## src/rtl/hazard_ctrl.sv

```systemverilog
// Pipeline hazard controller: resolves load-use, taken-branch and
// memory-wait hazards into per-stage stall/flush controls, with a
// bounded memory wait (sticky timeout) and a saturating stall counter.
module hazard_ctrl #(
  parameter int unsigned REG_W    = 5,
  parameter int unsigned WAIT_MAX = 255
) (
  input  logic             clk,
  input  logic             reset,
  input  logic [REG_W-1:0] rs1D,
  input  logic [REG_W-1:0] rs2D,
  input  logic [REG_W-1:0] rdE,
  input  logic             loadE,
  input  logic             branchTakenE,
  input  logic             memReqM,
  input  logic             memDoneM,
  output logic             stallF,
  output logic             stallD,
  output logic             stallE,
  output logic             stallM,
  output logic             flushD,
  output logic             flushE,
  output logic             flushW,
  output logic             timeout,
  output logic [31:0]      stallCount
);

  localparam int unsigned          CNT_W    = $clog2(WAIT_MAX + 1);
  localparam logic [CNT_W-1:0]     WAIT_LIM = CNT_W'(WAIT_MAX);

  typedef enum logic [1:0] {
    RUN      = 2'd0,
    MEM_WAIT = 2'd1,
    REDIRECT = 2'd2
  } state_t;

  state_t           state, state_nxt;
  logic [CNT_W-1:0] wait_cnt, wait_cnt_nxt;
  logic             pend, pend_nxt;
  logic             timeout_nxt;
  logic             mem_wait, load_use;

  assign mem_wait = memReqM & ~memDoneM;
  assign load_use = loadE & (rdE != '0) & ((rdE == rs1D) | (rdE == rs2D));

  // State, wait counter, redirect-pending and sticky timeout registers
  always_ff @(posedge clk or posedge reset) begin
    if (reset) begin
      state    <= RUN;
      wait_cnt <= '0;
      pend     <= 1'b0;
      timeout  <= 1'b0;
    end else begin
      state    <= state_nxt;
      wait_cnt <= wait_cnt_nxt;
      pend     <= pend_nxt;
      timeout  <= timeout_nxt;
    end
  end

  // Next-state and combinational stall/flush decode; all controls forced low in reset
  always_comb begin
    state_nxt    = state;
    wait_cnt_nxt = wait_cnt;
    pend_nxt     = pend;
    timeout_nxt  = timeout;
    stallF = 1'b0; stallD = 1'b0; stallE = 1'b0; stallM = 1'b0;
    flushD = 1'b0; flushE = 1'b0; flushW = 1'b0;
    case (state)
      RUN, REDIRECT: begin
        if (mem_wait) begin
          stallF = 1'b1; stallD = 1'b1; stallE = 1'b1; stallM = 1'b1;
          flushW       = 1'b1;
          state_nxt    = MEM_WAIT;
          wait_cnt_nxt = '0;
          // remember the I-memory bubble still owed when the wait ends
          pend_nxt     = (state == REDIRECT);
        end else if (branchTakenE) begin
          flushD    = 1'b1;
          flushE    = 1'b1;
          state_nxt = REDIRECT;
        end else if (state == REDIRECT) begin
          flushD    = 1'b1;
          state_nxt = RUN;
        end else if (load_use) begin
          stallF = 1'b1;
          stallD = 1'b1;
          flushE = 1'b1;
        end
      end
      MEM_WAIT: begin
        stallF = 1'b1; stallD = 1'b1; stallE = 1'b1; stallM = 1'b1;
        flushW = 1'b1;
        if (memDoneM || (wait_cnt == WAIT_LIM)) begin
          if (!memDoneM) timeout_nxt = 1'b1;
          state_nxt = pend ? REDIRECT : RUN;
          pend_nxt  = 1'b0;
        end else begin
          wait_cnt_nxt = wait_cnt + 1'b1;
        end
      end
      default: state_nxt = RUN;
    endcase
    if (reset) begin
      stallF = 1'b0; stallD = 1'b0; stallE = 1'b0; stallM = 1'b0;
      flushD = 1'b0; flushE = 1'b0; flushW = 1'b0;
    end
  end

  // Saturating count of cycles with fetch stalled
  always_ff @(posedge clk or posedge reset) begin
    if (reset)
      stallCount <= '0;
    else if (stallF && (stallCount != '1))
      stallCount <= stallCount + 32'd1;
  end

endmodule

```

## config.mk

```make
export PLATFORM = sky130hd
export DESIGN_NAME = hazard_ctrl
export DESIGN_NICKNAME = d
export VERILOG_FILES = /design/src/rtl/hazard_ctrl.sv
export SDC_FILE = /design/constraint.sdc
export NUM_CORES = 1
export LEC_CHECK = 0
export CORE_MARGIN = 2
export CORE_UTILIZATION = 52
export DETAILED_ROUTE_END_ITERATION = 10
export HOLD_SLACK_MARGIN = 0.12
export PLACE_DENSITY = 0.85
export SLEW_MARGIN = 20
export SYNTH_ARGS = -nofsm -noshare
export SYNTH_HDL_FRONTEND = slang
export SYNTH_SLANG_ARGS = --single-unit
```

## constraint.sdc

```tcl
create_clock -name clk -period 5.73 [get_ports clk]
set_input_delay 0.573 -clock clk [delete_from_list [all_inputs] [get_ports clk]]
set_output_delay 0.573 -clock clk [all_outputs]
set_load 0.05 [all_outputs]
```

* Yosys cells after proc, flatten, opt, wreduce, memory -nomap -nowiden
Cells that the tools add are included.
** Cells by class
- Add/sub/neg operators :: 2
- Eq/ne operators :: 10
- Muxes and demuxes :: 30
- Bitwise operators :: 5
- Reductions and logical operators :: 10
** Operator list (count)
- adder 32 x 1 -> 32 bit (second input constant) :: 1
- != test 32 bit (second input constant) :: 1
- two-way mux 1 bit :: 18
- two-way mux 8 bit :: 2
- one-hot mux 8 bit (2 select lines) :: 1
- equality test 5 bit :: 2
- two-way mux 2 bit :: 5
- AND reduction 3 bit :: 3
- adder 8 x 1 -> 8 bit (second input constant) :: 1
- equality test 8 bit (second input constant) :: 1
- != test 2 bit (second input constant) :: 3
- one-hot mux 1 bit (2 select lines) :: 3
- nonzero test 5 bit :: 1
- != test 4 bit (second input constant) :: 1
- one-hot mux 2 bit (2 select lines) :: 1
- bitwise AND 1 bit :: 3
- equality test 2 x 1 -> 1 bit (second input constant) :: 1
- equality test 2 bit (second input constant) :: 1
- logical NOT 2 bit :: 1
- AND reduction 2 bit :: 1
- nonzero test 2 bit :: 1
- OR reduction 2 bit :: 1
- logical AND 1 bit :: 1
- logical OR 1 bit :: 1
- 2 further kinds :: 2
** Word-level totals
- Bits in registers :: 44
- Input bits :: 21
- Output and inout port bits :: 40
- Logic and storage cells :: 62

* Logic depth before layout (Yosys ltp)
Gate-level depths: netlist (run 1).
- Depth in word-level cells :: 10
- Mapped depth :: 10
- Mapped depth without buffers :: 8

* Least setup slack after synthesis (run 1)
Ideal clock, no wire load.
- Path type :: in2out
- Start point :: input port reset
- End point :: output port stallF
- Arrival time :: 3.526 ns
- Required time :: 5.157 ns
- Setup slack :: 1.631 ns
- Stages :: 5
- Buffers on the path :: 1
- Path through :: inv_1 -> o21a_1 -> o21ba_2 -> nor2_1 -> buf_4
** Between the ends
- Cells in the longest elaborated chain, start to end :: 1
** Ends and longest elaborated chain
- start, declared :: RTL line 9 : input logic reset,
- two-way mux 1 bit
- end, declared :: RTL line 17 : output logic stallF,
Every way passes these cells.

* Worst setup path in the final report (run 1)
- Start point :: input port memDoneM
- End point :: output port stallF
** Between the ends
- Cells in the longest elaborated chain, start to end :: 5
** Ends and longest elaborated chain
- start, declared :: RTL line 16 : input logic memDoneM,
- NOT 1 bit (no source line)
- bitwise AND 1 bit :: RTL line 43 : assign mem_wait = memReqM & ~memDoneM;
- two-way mux 1 bit :: RTL line 71 : if (mem_wait) begin
- one-hot mux 1 bit (2 select lines) :: RTL line 69 : case (state)
- two-way mux 1 bit :: RTL line 104 : if (reset) begin
Every way passes these cells.

==> results of run 1 <==
==> layout by cell type, fill, tap and decap left out, types with 4 or more instances in the layout <==
cell type,instances
sky130_fd_sc_hd__nor3_1,8
sky130_fd_sc_hd__dfrtp_1,44
sky130_fd_sc_hd__inv_1,6
sky130_fd_sc_hd__nand3_1,19
sky130_fd_sc_hd__nand2_1,16
sky130_fd_sc_hd__nand4_1,13
sky130_fd_sc_hd__and3_1,7
sky130_fd_sc_hd__o21ai_0,4
sky130_fd_sc_hd__xor2_1,13
sky130_fd_sc_hd__xnor2_1,34
sky130_fd_sc_hd__clkbuf_8,7
sky130_fd_sc_hd__clkdlybuf4s50_1,60
sky130_fd_sc_hd__nor2_1,23
==> cells in the mapped netlist (all sizes together) (2+ instances only) <==
library cell   n  area, sq um
nor3           8         40.0
nand3         20          105
nand2         16         60.1
dfrtp         44         1100
inv            7         26.3
buf            7         57.6
xnor2         34          298
o21ai          4         20.0
mux2           2         22.5
and2           2         12.5
and3           8         55.1
nor2          23         86.3
and4           3         31.3
a22oi          2         15.0
xor2          13          114
nand4         13         81.3
ha             2         25.0
nor4           2         12.5
==> per-layer routing <==
metal  vias up  track usage
met5         -            0
met4         0       0.0692
met3         7       0.0613
met2        39        0.346
met1       930        0.259
li1        912            -
==> state kept, by name, summed over array words and instances (netlist names) <==
register    flops
pend            1
stallCount     32
state           2
timeout         1
wait_cnt        8
==> power by group <==
group	internal [mW]	switching, mW
Combinational	0.0673	0.105
Clock	0.107	0.101
Sequential	0.330	0.0271
==> cell type report <==
| type | instances | area (sq um) |
|---|---|---|
| clock buffer | 7 | 96.3 |
| fill | 335 | 1260 |
| inverter | 7 | 26.3 |
| multi-input combinational | 170 | 1140 |
| sequential | 44 | 1100 |
| tap | 52 | 65.1 |
| timing repair buffer | 63 | 631 |
==> worst max-delay path: cells and delay by family <==
family / cells / cell delay [ps]
AO/OA/AOI/OAI: 2 / 460
buffers and inverters: 2 / 1400
AND/OR/NAND/NOR: 2 / 750
==> how the worst max path moves through the flow <==
stage | from | to | depth (start not counted)
floorplan | reset | stallF | 5
global placement | memDoneM | stallD | 6
detailed placement | memDoneM | stallF | 6
CTS | memDoneM | stallF | 6
global route | memDoneM | stallD | 6
finish | memDoneM | stallF | 6
==> per-stage QoR <==
stage | cells | total power, mW | hold slack (ps) | util
5_1_grt | 343 | 0.770 | 514 | 0.708
6_report | 343 | 0.738 | 467 | 0.708
3_5_place_dp | 335 | 0.534 | 452 | 0.682
2_1_floorplan | 228 | 0.472 | 476 | -
4_1_cts | 342 | 0.741 | 471 | 0.705
3_3_place_gp | 335 | 0.531 | 459 | 0.682
==> cell families (layout without fill, tap and decap cells) <==
group | Yosys count | count (layout) | synth area share
AND/OR/NAND/NOR | 103 | 103 | 0.240
XOR/XNOR | 47 | 47 | 0.177
flip-flops | 44 | 44 | 0.473
AO/OA/AOI/OAI | 16 | 16 | 0.0538
buffers and inverters | 14 | 77 | 0.0360
adder cells (fa/ha/maj) | 2 | 2 | 0.0108
multiplexers | 2 | 2 | 0.00968
==> run summary, run 1 <==
The first routing iteration left 73 violations. The count of pins on the block boundary came out at 61. The portion of the post-synthesis area used by sequential elements is 0.473.

After layout, the minimum clock period comes to 3770 ps. Synthesis produced a netlist with a net count of 251. The run gives 2150 um as the routed length on met1.

The required time of the worst setup path is 5160 ps, and the number of port buffers is 60. The cell count after synthesis came out at 228. The final HPWL from detailed placement was 3630 um.

The number of hold violations in the final report is 0. The worst reg-to-reg path cell count was 8. CTS placed an instance of sky130_fd_sc_hd__clkbuf_8 at the clock tree root. The run gives 0 as the number of warning messages in the yosys log. The max-slew violation count was 0; the mean instance size in the synthesized netlist was 10.2 sq um. Width of the die: 70.9 um.

The tools report the area enclosed by the die boundary as 0.00503 sq mm. The tools report the global routing usage summed across all routing layers as 0.207. For the initial standard-cell utilization of the core, the log shows 0.538. Total number of H-tree levels: 2.

In this run the critical register-to-register path is launched from stallCount[0]$_DFFE_PP0P_. The most used cell along the critical path was sky130_fd_sc_hd__clkdlybuf4s50_1. The run gives 314 as the final net count. The launch instance of the worst min-delay path was timeout$_DFFE_PP0P_. The wire length of the first global-routing pass is 8310 um. After detailed routing, the number of vias per cell comes to 5.50. The critical path is of the in2out type. The worst hold path terminates at timeout$_DFFE_PP0P_. The first detailed-routing pass ran for 4 iterations. Traced cell by cell, the critical path runs through clkdlybuf4s50_1 > nor3b_4 > o21a_1 > o21ba_2 > nor2_1 > clkdlybuf4s50_1.

The category of the worst setup path launch point was a primary input. The run gives 1970 ps as the worst setup timing slack at the placement stage. Summing over every cut layer, the via total after detailed routing is 1888. The run finished with clean final reports.

The share of async-settable or async-resettable flops after synthesis was 1.00; the global placer's final weighted congestion was 0.860. The tools report the count of nets left with antenna violations after detail routing as 0. Relative to the synthesized area, the layout overhead comes to 31.6%. The run gives 5 as the total clock buffers created by CTS. Summed over all nets, wire length on met2 after detailed routing comes to 2500 um. The setup-violating endpoint count in the final report is 0.

The placement-stage cell area was 0.00295 sq mm; the transition time at the pin with the least slew margin was 617 ps. Setup repair after global routing left no endpoint under its margin. The logs give 0 for the final global-route overflow total and 0 for the initial antenna violation count. After synthesis the netlist holds a flip-flop and latch count of 44. The maximum root-to-sink buffer count was 2. After detailed routing, the average wire length per cell comes to 14.5 um.

The worst register-to-register path ends at stallCount[18]$_DFFE_PP0P_. Wire segments on met3 add up to 271 um in the final route. Counting instances, the worst hold path has a depth of 2. The tightest min-delay check is of the reg2reg type. Among all flip-flop cells after synthesis, the most frequent one is sky130_fd_sc_hd__dfrtp_1. Signal routing reaches up to met4.

The die span in y was 70.9 um; the row count was 24. The netlist area before placement was 0.00233 sq mm. Worst ir drop on vdd: 0.000298 V. TritonCTS built the clock tree.

The number of enable flip-flop cells after synthesis works out to 0. The delay of the slowest cell on the worst path came out at 890 ps. In the post-route analysis, the smallest setup slack over all paths is 1960 ps.

The critical-path cell with the highest stage delay is sky130_fd_sc_hd__clkdlybuf4s50_1. The clock arrives with 7.90 ps of skew. In this run, post-CTS hold repair placed 0 buffers. For the count of inserted antenna diode cells, the log shows 0. The tree built by TritonCTS fans out to 44 sinks. The latest clock arrival within the worst-skew pair was 300 ps.

The leakage power figure is 1.24 nW. The share of the clock period used by the worst path after layout is 0.657. Wires add up to 4990 um. The clock slew at the register clock pins of the worst setup and hold paths came out at 80 ps. The headroom to the max-slew limit is 0.587, and the post-route standard cell area excluding fillers is 0.00306 sq mm. The logs give 1822 for the via count of the first global-routing pass and 0.266 GHz for the top achievable clock speed. The power density normalized to cell area is 241 mW/mm^2, and the signal arrival time at the worst endpoint is 3190 ps. For the post-CTS setup repair buffer count, the log shows 0. The count of instances resized after the clock tree is built was 0; the placeable core region was 0.00432 sq mm. The number of violations of the max-capacitance limit is 0. The run gives 38 as the largest net degree at the start of global routing.

Number of design rule violations left after detail routing: 0. For flop-to-flop paths, the worst setup slack is 3140 ps. Adding up every negative setup slack in the final design gives 0 ps. The share of post-route cells with drive strength above 1 works out to 0.0653.

The endpoint type of the worst setup path was an output pin. The largest fanout on the critical path was 9; the number of library cell types mapped by synthesis was 41.
(Power assumes the default switching activity.)
==> run 2, diff against run 1 <==
CORE_UTILIZATION = 49   (was 52)
PLACE_DENSITY = 0.8   (was 0.85)
clock period = 3.6 ns   (was 5.73 ns; I/O delays follow)
==> run 2 against run 1 <==
Worst setup slack lost 1300 ps. First-iteration DRC count decreased by 9.6%. Non-clock buffer count did not move. Clock power increased by 56%. Die area is 5.8% higher. Count of clock-buffer cells in the layout decreased by 1. Largest power group unchanged.
==> run summary, run 2 (synthesized netlist as in run 1, its figures left out) <==
The die span in y is 72.9 um. For the worst setup path, the data required time is 3240 ps. For hold timing, the worst endpoint is timeout$_DFFE_PP0P_. Summed over all layers, the routed wires come to 4740 um. In this run the core area contains 25 standard-cell rows.

The detailed router placed 1869 vias in this run. The number of DRC violations after detailed-routing iteration 0 was 66. In the layout the commonest cells are sky130_fd_sc_hd__clkdlybuf4s50_1 (58), sky130_fd_sc_hd__dfrtp_1 (44), sky130_fd_sc_hd__xnor2_1 (34). Once detail routing completed, the nets flagged for antenna violations numbered 0.

Worst reg-to-reg path cell count: 7. The launch instance of the worst min-delay path is timeout$_DFFE_PP0P_. The global placer's final weighted congestion is 0.827, and the count of inserted antenna diode cells is 0.

The power density normalized to cell area was 380 mW/mm^2. 61 I/O pins were placed. Measured along the x axis, the die boundary spans 72.9 um.

The signed area change from the synthesized netlist to the final layout was 31.3%. The library cell used most frequently in the layout, excluding fill and tap cells, is sky130_fd_sc_hd__clkdlybuf4s50_1. The run gives 1742 as the via count of the first global-routing pass.

The category of the worst setup path launch point was a primary input. Counting instances, the worst hold path has a depth of 2. The share of the clock period used by the worst path after layout came out at 0.818.

TritonCTS built the clock tree. Entering global routing, the biggest net connects 45 pins. Clock skew on the completed layout was measured at 9.20 ps. Setup violations remaining at the end of the flow were counted as 0. Summing all non-filler instances in the final layout gives an area of 0.00306 sq mm.

For the pin with the worst max-slew slack, the measured transition is 557 ps. The largest individual stage delay along the critical path comes from the cell sky130_fd_sc_hd__clkdlybuf4s50_1. The total clock buffers created by CTS was 5. Most flop-heavy register: stallCount.

The placement-stage cell area is 0.00296 sq mm. The flow ran to the end, and the final reports show no timing, DRC or antenna violations. Share of post-route cells with drive strength above 1: 0.0788. At the later pin of the worst-skew pair, clock insertion delay measures 300 ps. Setup repair after global routing left no endpoint under its margin.

The run gives 0.626 as the headroom to the max-slew limit. The largest registers in the layout are stallCount x32, wait_cnt x8, state x2. The class of the worst hold path is reg2reg. The signal arrival time at the worst endpoint is 2580 ps. Of all nets on the critical path, the largest fanout is 3. The register with the most flip-flops in the layout has 32 of them.

The floorplan step defined a core boundary enclosing 0.00466 sq mm. For this design, the CTS-stage hold fixing added 0 buffers. The worst register-to-register path ends at stallCount[1]$_DFFE_PP0P_. The delay of the slowest cell on the worst path is 830 ps. The worst setup path is of the in2out kind. Using the TritonRoute via totals, the vias-per-cell ratio works out to 5.40. The clock passes through at most 2 buffers. Most used cell along the critical path: sky130_fd_sc_hd__nor3_1.

In the final design database the tool counted 314 nets. The run gives 0 as the number of hold violations in the final report. The critical path contains buffers and inverters numbering 2 combined. The number of design rule violations left after detail routing was 0; the sequential group share of total power was 0.488. The number of setup buffers added after CTS is 0. For the final total power, the log shows 1.16 mW. For the part of the total power dissipated in combinational logic, the log shows 0.234. Across the VDD grid, the largest voltage drop is 0.000355 V. The run gives 0 as the number of violations of the max-capacitance limit.

The logs give 0.189 for the global routing usage summed across all routing layers and 0.340 GHz for the top achievable clock speed. The first detailed-routing pass took 4 iterations. The tools report the initial standard-cell utilization of the core as 0.499. The first global-routing pass estimated 7770 um of wire. Clock tree synthesis found a total of 44 sinks. The max-slew violation count came out at 0. The setup slack of the worst register-to-register path was 1180 ps; the leakage power figure was 1.23 nW. The number of port buffers was 60. The analysis attributes to net switching a power of 0.376 mW. The clock power share was 0.278. The final HPWL from detailed placement is 3450 um.

The worst setup path is captured at an output pin. The routed design could run at a clock period as short as 2940 ps. The floorplan step defined a die boundary enclosing 0.00532 sq mm. The final setup TNS came out at 0 ps. Final global-route overflow total: 0. Traced cell by cell, the critical path runs through clkdlybuf4s50_1 > xor2_1 > nor3_1 > a22oi_1 > nor3_1 > nor2_1 > nor3_1 > clkdlybuf4s50_1. The switching share of power was 0.323; the initial antenna violation count was 0.

The startpoint of the worst-slack reg-to-reg timing path was stallCount[0]$_DFFE_PP0P_. In this run the clock root is driven by a sky130_fd_sc_hd__clkbuf_8. Once the clock tree was built, the resizer swapped 0 gates to a different size.

The cell family contributing the most delay on the critical path is buffers and inverters. The detail-routed net length per standard cell is 13.7 um, and the clock slew at the register clock pins of the worst setup and hold paths is 80 ps. The total number of H-tree levels came out at 2. The internal portion of the total power is 0.787 mW.
[run 2: changes by cell type in the layout (fill, tap and decap cells not counted)]
| cell | change |
|---|---|
| sky130_fd_sc_hd__buf_4 | +3 |
| sky130_fd_sc_hd__clkinvlp_4 | +3 |
| sky130_fd_sc_hd__clkdlybuf4s50_1 | -2 |
| sky130_fd_sc_hd__buf_8 | -1 |
| sky130_fd_sc_hd__clkbuf_8 | -1 |
| sky130_fd_sc_hd__clkinv_1 | -1 |
[run 2: layout make-up]
cell class | instances | area [sq um]
Clock buffer | 6 | 82.6
Clock inverter | 2 | 15.0
Fill cell | 379 | 1600
Inverter | 7 | 30.0
Multi-Input combinational cell | 170 | 1140
Sequential cell | 44 | 1100
Tap cell | 54 | 67.6
Timing Repair Buffer | 63 | 618
[run 2: per-stage QoR]
step                hold WS [ps]   util  worst slack, ps  instances
floorplan                    373      -              412        228
global placement             450  0.635              693        338
detailed placement           451  0.635              658        338
CTS                          472  0.656              651        346
global route                 487  0.656              477        346
finish                       465  0.656              655        346
[run 2: worst max-delay path by stage]
stage	startpoint	to	slack, ps	depth (start not counted)
finish	rdE[2]	flushE	660	8
global route	rdE[2]	flushE	480	8
CTS	rdE[2]	flushE	650	8
detailed placement	rdE[2]	flushE	660	8
global placement	rdE[2]	flushE	690	8
floorplan	reset	stallF	410	5
[run 2: worst min-delay path: stages, from the launching register on]
cell and delay [ps]:
sky130_fd_sc_hd__dfrtp_1 350, sky130_fd_sc_hd__inv_1 40, sky130_fd_sc_hd__o31ai_1 50
[run 2: per-layer routing]
layer | GRT usage | vias to the layer above | routed length [um]
met3 | 0.0539 | 4 | 303
met5 | 0 | - | 0
li1 | - | 914 | -
met2 | 0.309 | 51 | 2210
met4 | 0.0576 | 0 | 63
met1 | 0.245 | 900 | 2170
[run 2: power groups by stage]
stage               logic, mW  registers (mW)  clock network, mW
detailed placement      0.274           0.577                  0
finish                  0.272           0.568              0.324
floorplan               0.114           0.638                  0
global route            0.291           0.573              0.358
global placement        0.271           0.576                  0
CTS                     0.275           0.568              0.336
==> edit 1 (settings of run 2) <==
Register the output `stallCount` once more; this adds one clock of latency there. The other outputs are not delayed to match.
--- a/src/rtl/hazard_ctrl.sv
+++ b/src/rtl/hazard_ctrl.sv
@@ -33,6 +33,8 @@
     MEM_WAIT = 2'd1,
     REDIRECT = 2'd2
   } state_t;
+
+  logic [31:0] stallCount_s0;
 
   state_t           state, state_nxt;
   logic [CNT_W-1:0] wait_cnt, wait_cnt_nxt;
@@ -110,9 +112,13 @@
   // Saturating count of cycles with fetch stalled
   always_ff @(posedge clk or posedge reset) begin
     if (reset)
-      stallCount <= '0;
-    else if (stallF && (stallCount != '1))
-      stallCount <= stallCount + 32'd1;
+      stallCount_s0 <= '0;
+    else if (stallF && (stallCount_s0 != '1))
+      stallCount_s0 <= stallCount_s0 + 32'd1;
+  end
+
+  always_ff @(posedge clk) begin
+    stallCount <= stallCount_s0;
   end
 
 endmodule
Behaviour: not the same (Yosys sat finds a counterexample within 4 cycles, from zero or initial values and one cycle with reset high).
==> edit 1 against run 2 <==
Setup slack worse by 160 ps. Register-to-register slack better by 230 ps. Die area up 26%. Wire length up 14%. Clock skew about the same. Design area up 26%. Cell count up 16%. Sequential cell count up 32. Maximum frequency down 5.1%. Global-route usage down 0.40 points. Core utilization down 0.30 points. Worst hold slack worse by 51 ps. Total power up 59%. Synthesized area up 28%.
==> edit 1: results (changes against run 2) <==
stage,metric,value,unit,change
setup_path,reg2reg path depth,6,,was 7
cts,TritonCTS Buffers,9,,was 5
synth,Async SR Flop Fraction,57.9,%,was 100%
cts,H-Tree Depth,3,,was 2
setup_path,CP startpoint,rdE[0],,was rdE[2]
pwr,Seq pwr share,50.9,%,was 48.8%
sta,final setup margin,496,ps,was 655 ps
grt,first-pass GRT wire length,9.29,mm,was 7.77 mm
layout,nets@finish,344,,was 314
sta,Worst Skew,8.91,ps,was 9.20 ps
sta,Worst Hold Slack,414,ps,was 465 ps
sta,Slew headroom,55.0,%,was 62.6%
drt,M1 wire length,2.41,mm,was 2.17 mm
synth,Synth Area in XOR/XNOR,13.8,%,was 17.7%
synth,mux share of post-synthesis cell area,0.378,%,was 0.968%
setup_path,reg2reg start,state[0]$_DFFE_PP0P_,,was stallCount[0]$_DFFE_PP0P_
synth,Synth area leaders,"dfrtp_1 (37%), dfxtp_1 (22%), xnor2_1 (9.7%), xor2_1 (4.1%), nand4_1 (3.8%)",,"was dfrtp_1 (47%), xnor2_1 (13%), xor2_1 (4.9%), nand3_1 (4.1%), nor2_1 (3.7%)"
setup_path,r2r endpoint,stallCount_s0[1]$_DFFE_PP0P_,,was stallCount[1]$_DFFE_PP0P_
synth,Compound-Gate Fraction of Synth Area,4.07,%,was 5.38%
synth,Commonest cells post-synth,"dfrtp_1 (44), xnor2_1 (33), dfxtp_1 (32), nor2_1 (19), nand4_1 (18)",,"was dfrtp_1 (44), xnor2_1 (34), nor2_1 (23), nand3_1 (19), nand2_1 (16)"
grt,met2 GRT Util,29.6,%,was 30.9%
drt,1st-iter DRT viols,86,,was 66
pwr,worst vdd ir,272,uV,was 355 uV
layout,top flop regs,"stallCount x32, stallCount_s0 x32, wait_cnt x8",,"was stallCount x32, wait_cnt x8, state x2"
drt,met3 WL,332,microns,was 303 microns
grt,GRT Util Overall,18.5,%,was 18.9%
place,placed cell areas,3650,sq um,was 2960 sq um
run_status,status,"finished, final reports clean",,unchanged
drt,vias post-DR,2079,,"was 1,869"
layout,layout cell share with drive strength beyond 1,9.82,%,was 7.88%
cts,Worst-Skew Late Latency,340,ps,was 300 ps
place,DP Wirelength,3.84,mm,was 3.45 mm
worst_hold_path,WHS Path Cells,0,,was 2
==> edit 1: cell count changes after synthesis, moves of 2 or more <==
cell      before  now
and3_1         7   10
and4_4         2    0
dfxtp_1        0   32
or2b_1         0    2
nand2_1       16   12
inv_1          7    2
nor2_1        23   19
nand4_1       13   18
nand3_1       19   17
nor3_1         8    3
clkbuf_1       0    2
==> edit 1: worst max-delay path, cell delays in order <==
cell and delay [ps]:
clkdlybuf4s50_1 470, xor2_1 180, nor3_1 280, a22oi_1 180, nor3b_1 200, nor2_1 60
nor4_1 160, clkdlybuf4s50_1 850
==> edit 1: layout make-up <==
type                       count  area, sq um
fill                         483         2040
clock buffer                  10          128
multi-input combinational    168         1180
tap                           75         93.8
timing repair buffer          64          631
clock inverter                 6         63.8
inverter                       2         7.51
sequential                    76         1740
==> edit 1: per-stage QoR <==
step                std cells  power, W
floorplan                 253   0.00114
global placement          385   0.00124
detailed placement        385   0.00124
CTS                       401   0.00187
global route              401   0.00193
finish                    401   0.00185
==> edit 2 (flow settings as in run 2) <==
Made on the original files. `WAIT_MAX`: 255 -> 510.
--- a/src/rtl/hazard_ctrl.sv
+++ b/src/rtl/hazard_ctrl.sv
@@ -3,7 +3,7 @@
 // bounded memory wait (sticky timeout) and a saturating stall counter.
 module hazard_ctrl #(
   parameter int unsigned REG_W    = 5,
-  parameter int unsigned WAIT_MAX = 255
+  parameter int unsigned WAIT_MAX = 510
 ) (
   input  logic             clk,
   input  logic             reset,
Formal check against the unedited RTL: same outputs for any inputs over 10 cycles, from zero or initial values and one cycle with reset high; that may be too few to reach the edited logic, so the function may still have changed.
==> edit 2 against run 2 <==
Sequential share of layout area decreased by 0.14 points. Total power increased by 0.78%. Global-route usage increased by 1.6 points. Combinational power increased by 7.4%. Sequential cell count increased by 1. Die area increased by 3.0%. Synthesized area increased by 3.2%. Count of clock-buffer cells in the layout unchanged. Wire length increased by 13%. Setup slack got worse by 240 ps. First-iteration DRC count increased by 64%. Synthesized cell count increased by 3.1%. Cell count increased by 5.8%. Design area increased by 2.7%. Largest power group unchanged.
==> edit 2: results (changes against run 2) <==
stage,metric,value,unit,change
place,pre-CTS setup slack,422,ps,was 658 ps
drt,DR WL/cell,14.6,microns,was 13.7 microns
grt,grt met3 use,4.88,%,was 5.39%
synth,syn avg cell area,10.2,sq um,about the same
setup_path,Critical Path Start Type,input pin,,unchanged
setup_path,"Max FO, Critical Path",3,,unchanged
synth,Synth area leaders,"dfrtp_1 (47%), xnor2_1 (10%), nand4_1 (6.0%), xor2_1 (5.8%), nor2_1 (3.0%)",,"was dfrtp_1 (47%), xnor2_1 (13%), xor2_1 (4.9%), nand3_1 (4.1%), nor2_1 (3.7%)"
place,DP Wirelength,3.89,mm,was 3.45 mm
drt,WL final,5.34,mm,was 4.74 mm
pwr,worst vdd ir,309,uV,was 355 uV
grt,GRT Util Overall,20.6,%,was 18.9%
setup_path,reg2reg path depth,6,,was 7
drt,1st-iter DRT viols,108,,was 66
layout,top flop regs,"stallCount x32, wait_cnt x9, state x2",,"was stallCount x32, wait_cnt x8, state x2"
run_status,status,"finished, final reports clean",,unchanged
setup_path,Worst Setup EP,flushE,,unchanged
grt,first-pass GRT wire length,8.63,mm,was 7.77 mm
synth,sequential area share after synthesis,46.9,%,was 47.3%
layout,nets@finish,322,,was 314
drt,TritonRoute pass-1 iters,5,,was 4
sta,Worst Skew,6.11,ps,was 9.20 ps
setup_path,r2r endpoint,stallCount[29]$_DFFE_PP0P_,,was stallCount[1]$_DFFE_PP0P_
sta,min Tclk post-route,3190,ps,was 2940 ps
worst_hold_path,Hold Crit Class,in -> async,,was reg -> reg
drt,Via density,5.48,,was 5.40
grt,met1 GRT Util,27.9,%,was 24.5%
synth,syn nets,259,,was 251
pwr,Pleak,1.32,nW,was 1.23 nW
setup_path,reg2reg start,stallCount[9]$_DFFE_PP0P_,,was stallCount[0]$_DFFE_PP0P_
place,Port Buf Inserts,60,,unchanged
synth,Commonest cells post-synth,"dfrtp_1 (45), xnor2_1 (28), nand4_1 (23), nor2_1 (19), xor2_1 (16)",,"was dfrtp_1 (44), xnor2_1 (34), nor2_1 (23), nand3_1 (19), nand2_1 (16)"
pwr,seq pwr,0.000583,W,was 0.000568 W
sta,Worst Hold Slack,484,ps,was 465 ps
grt,met2 GRT Util,32.0,%,was 30.9%
setup_path,Worst EP arrival,2830,ps,was 2580 ps
pwr,switching share of power,32.9,%,was 32.3%
grt,vias in the first global route,1886,,"was 1,742"
place,cell count after placement,358,,was 338
pwr,Cell Pwr Density,373,nW/um^2,was 380 nW/um^2
pwr,clk pwr,0.000297,W,was 0.000324 W
grt,largest net degree at the start of global routing,32,,was 45
place,Placer Congestion,0.860,,was 0.827
layout,layout cell share with drive strength beyond 1,5.35,%,was 7.88%
## edit 2: kinds of logic (layout without fill, tap and decap cells)
group	after synthesis	count (layout)	synth area share (%)
DFF	45	45	46.9
adders and majority gates	3	3	1.56
and+or+nand+nor	104	104	23.7
muxes	1	1	0.469
AOI/OAI and AO/OA	23	23	7.87
xor gates and xnor gates	44	44	16.1
buffers and inverters	15	79	3.44
## edit 2: area by class of cell
cell class                      count  area (sq um)
Sequential cell                    45          1130
Clock buffer                        6          72.6
Tap cell                           67          83.8
Multi-Input combinational cell    175          1190
Fill cell                         371          1590
Inverter                            8          30.0
Clock inverter                      2          10.0
Timing Repair Buffer               63           623
## edit 2: worst max-delay path, delay by kind of cell
| family | cells | cell delay (ps) |
|---|---|---|
| buf+inv | 2 | 1290 |
| simple gates | 2 | 630 |
| xor+xnor | 1 | 190 |
| compound gates | 2 | 360 |
## edit 2: per-layer routing
layer  share of wire [%]  wire (microns)
met5                   0               0
met1                  46            2460
met4                 1.7              89
met2                  46            2430
met3                 6.7             357
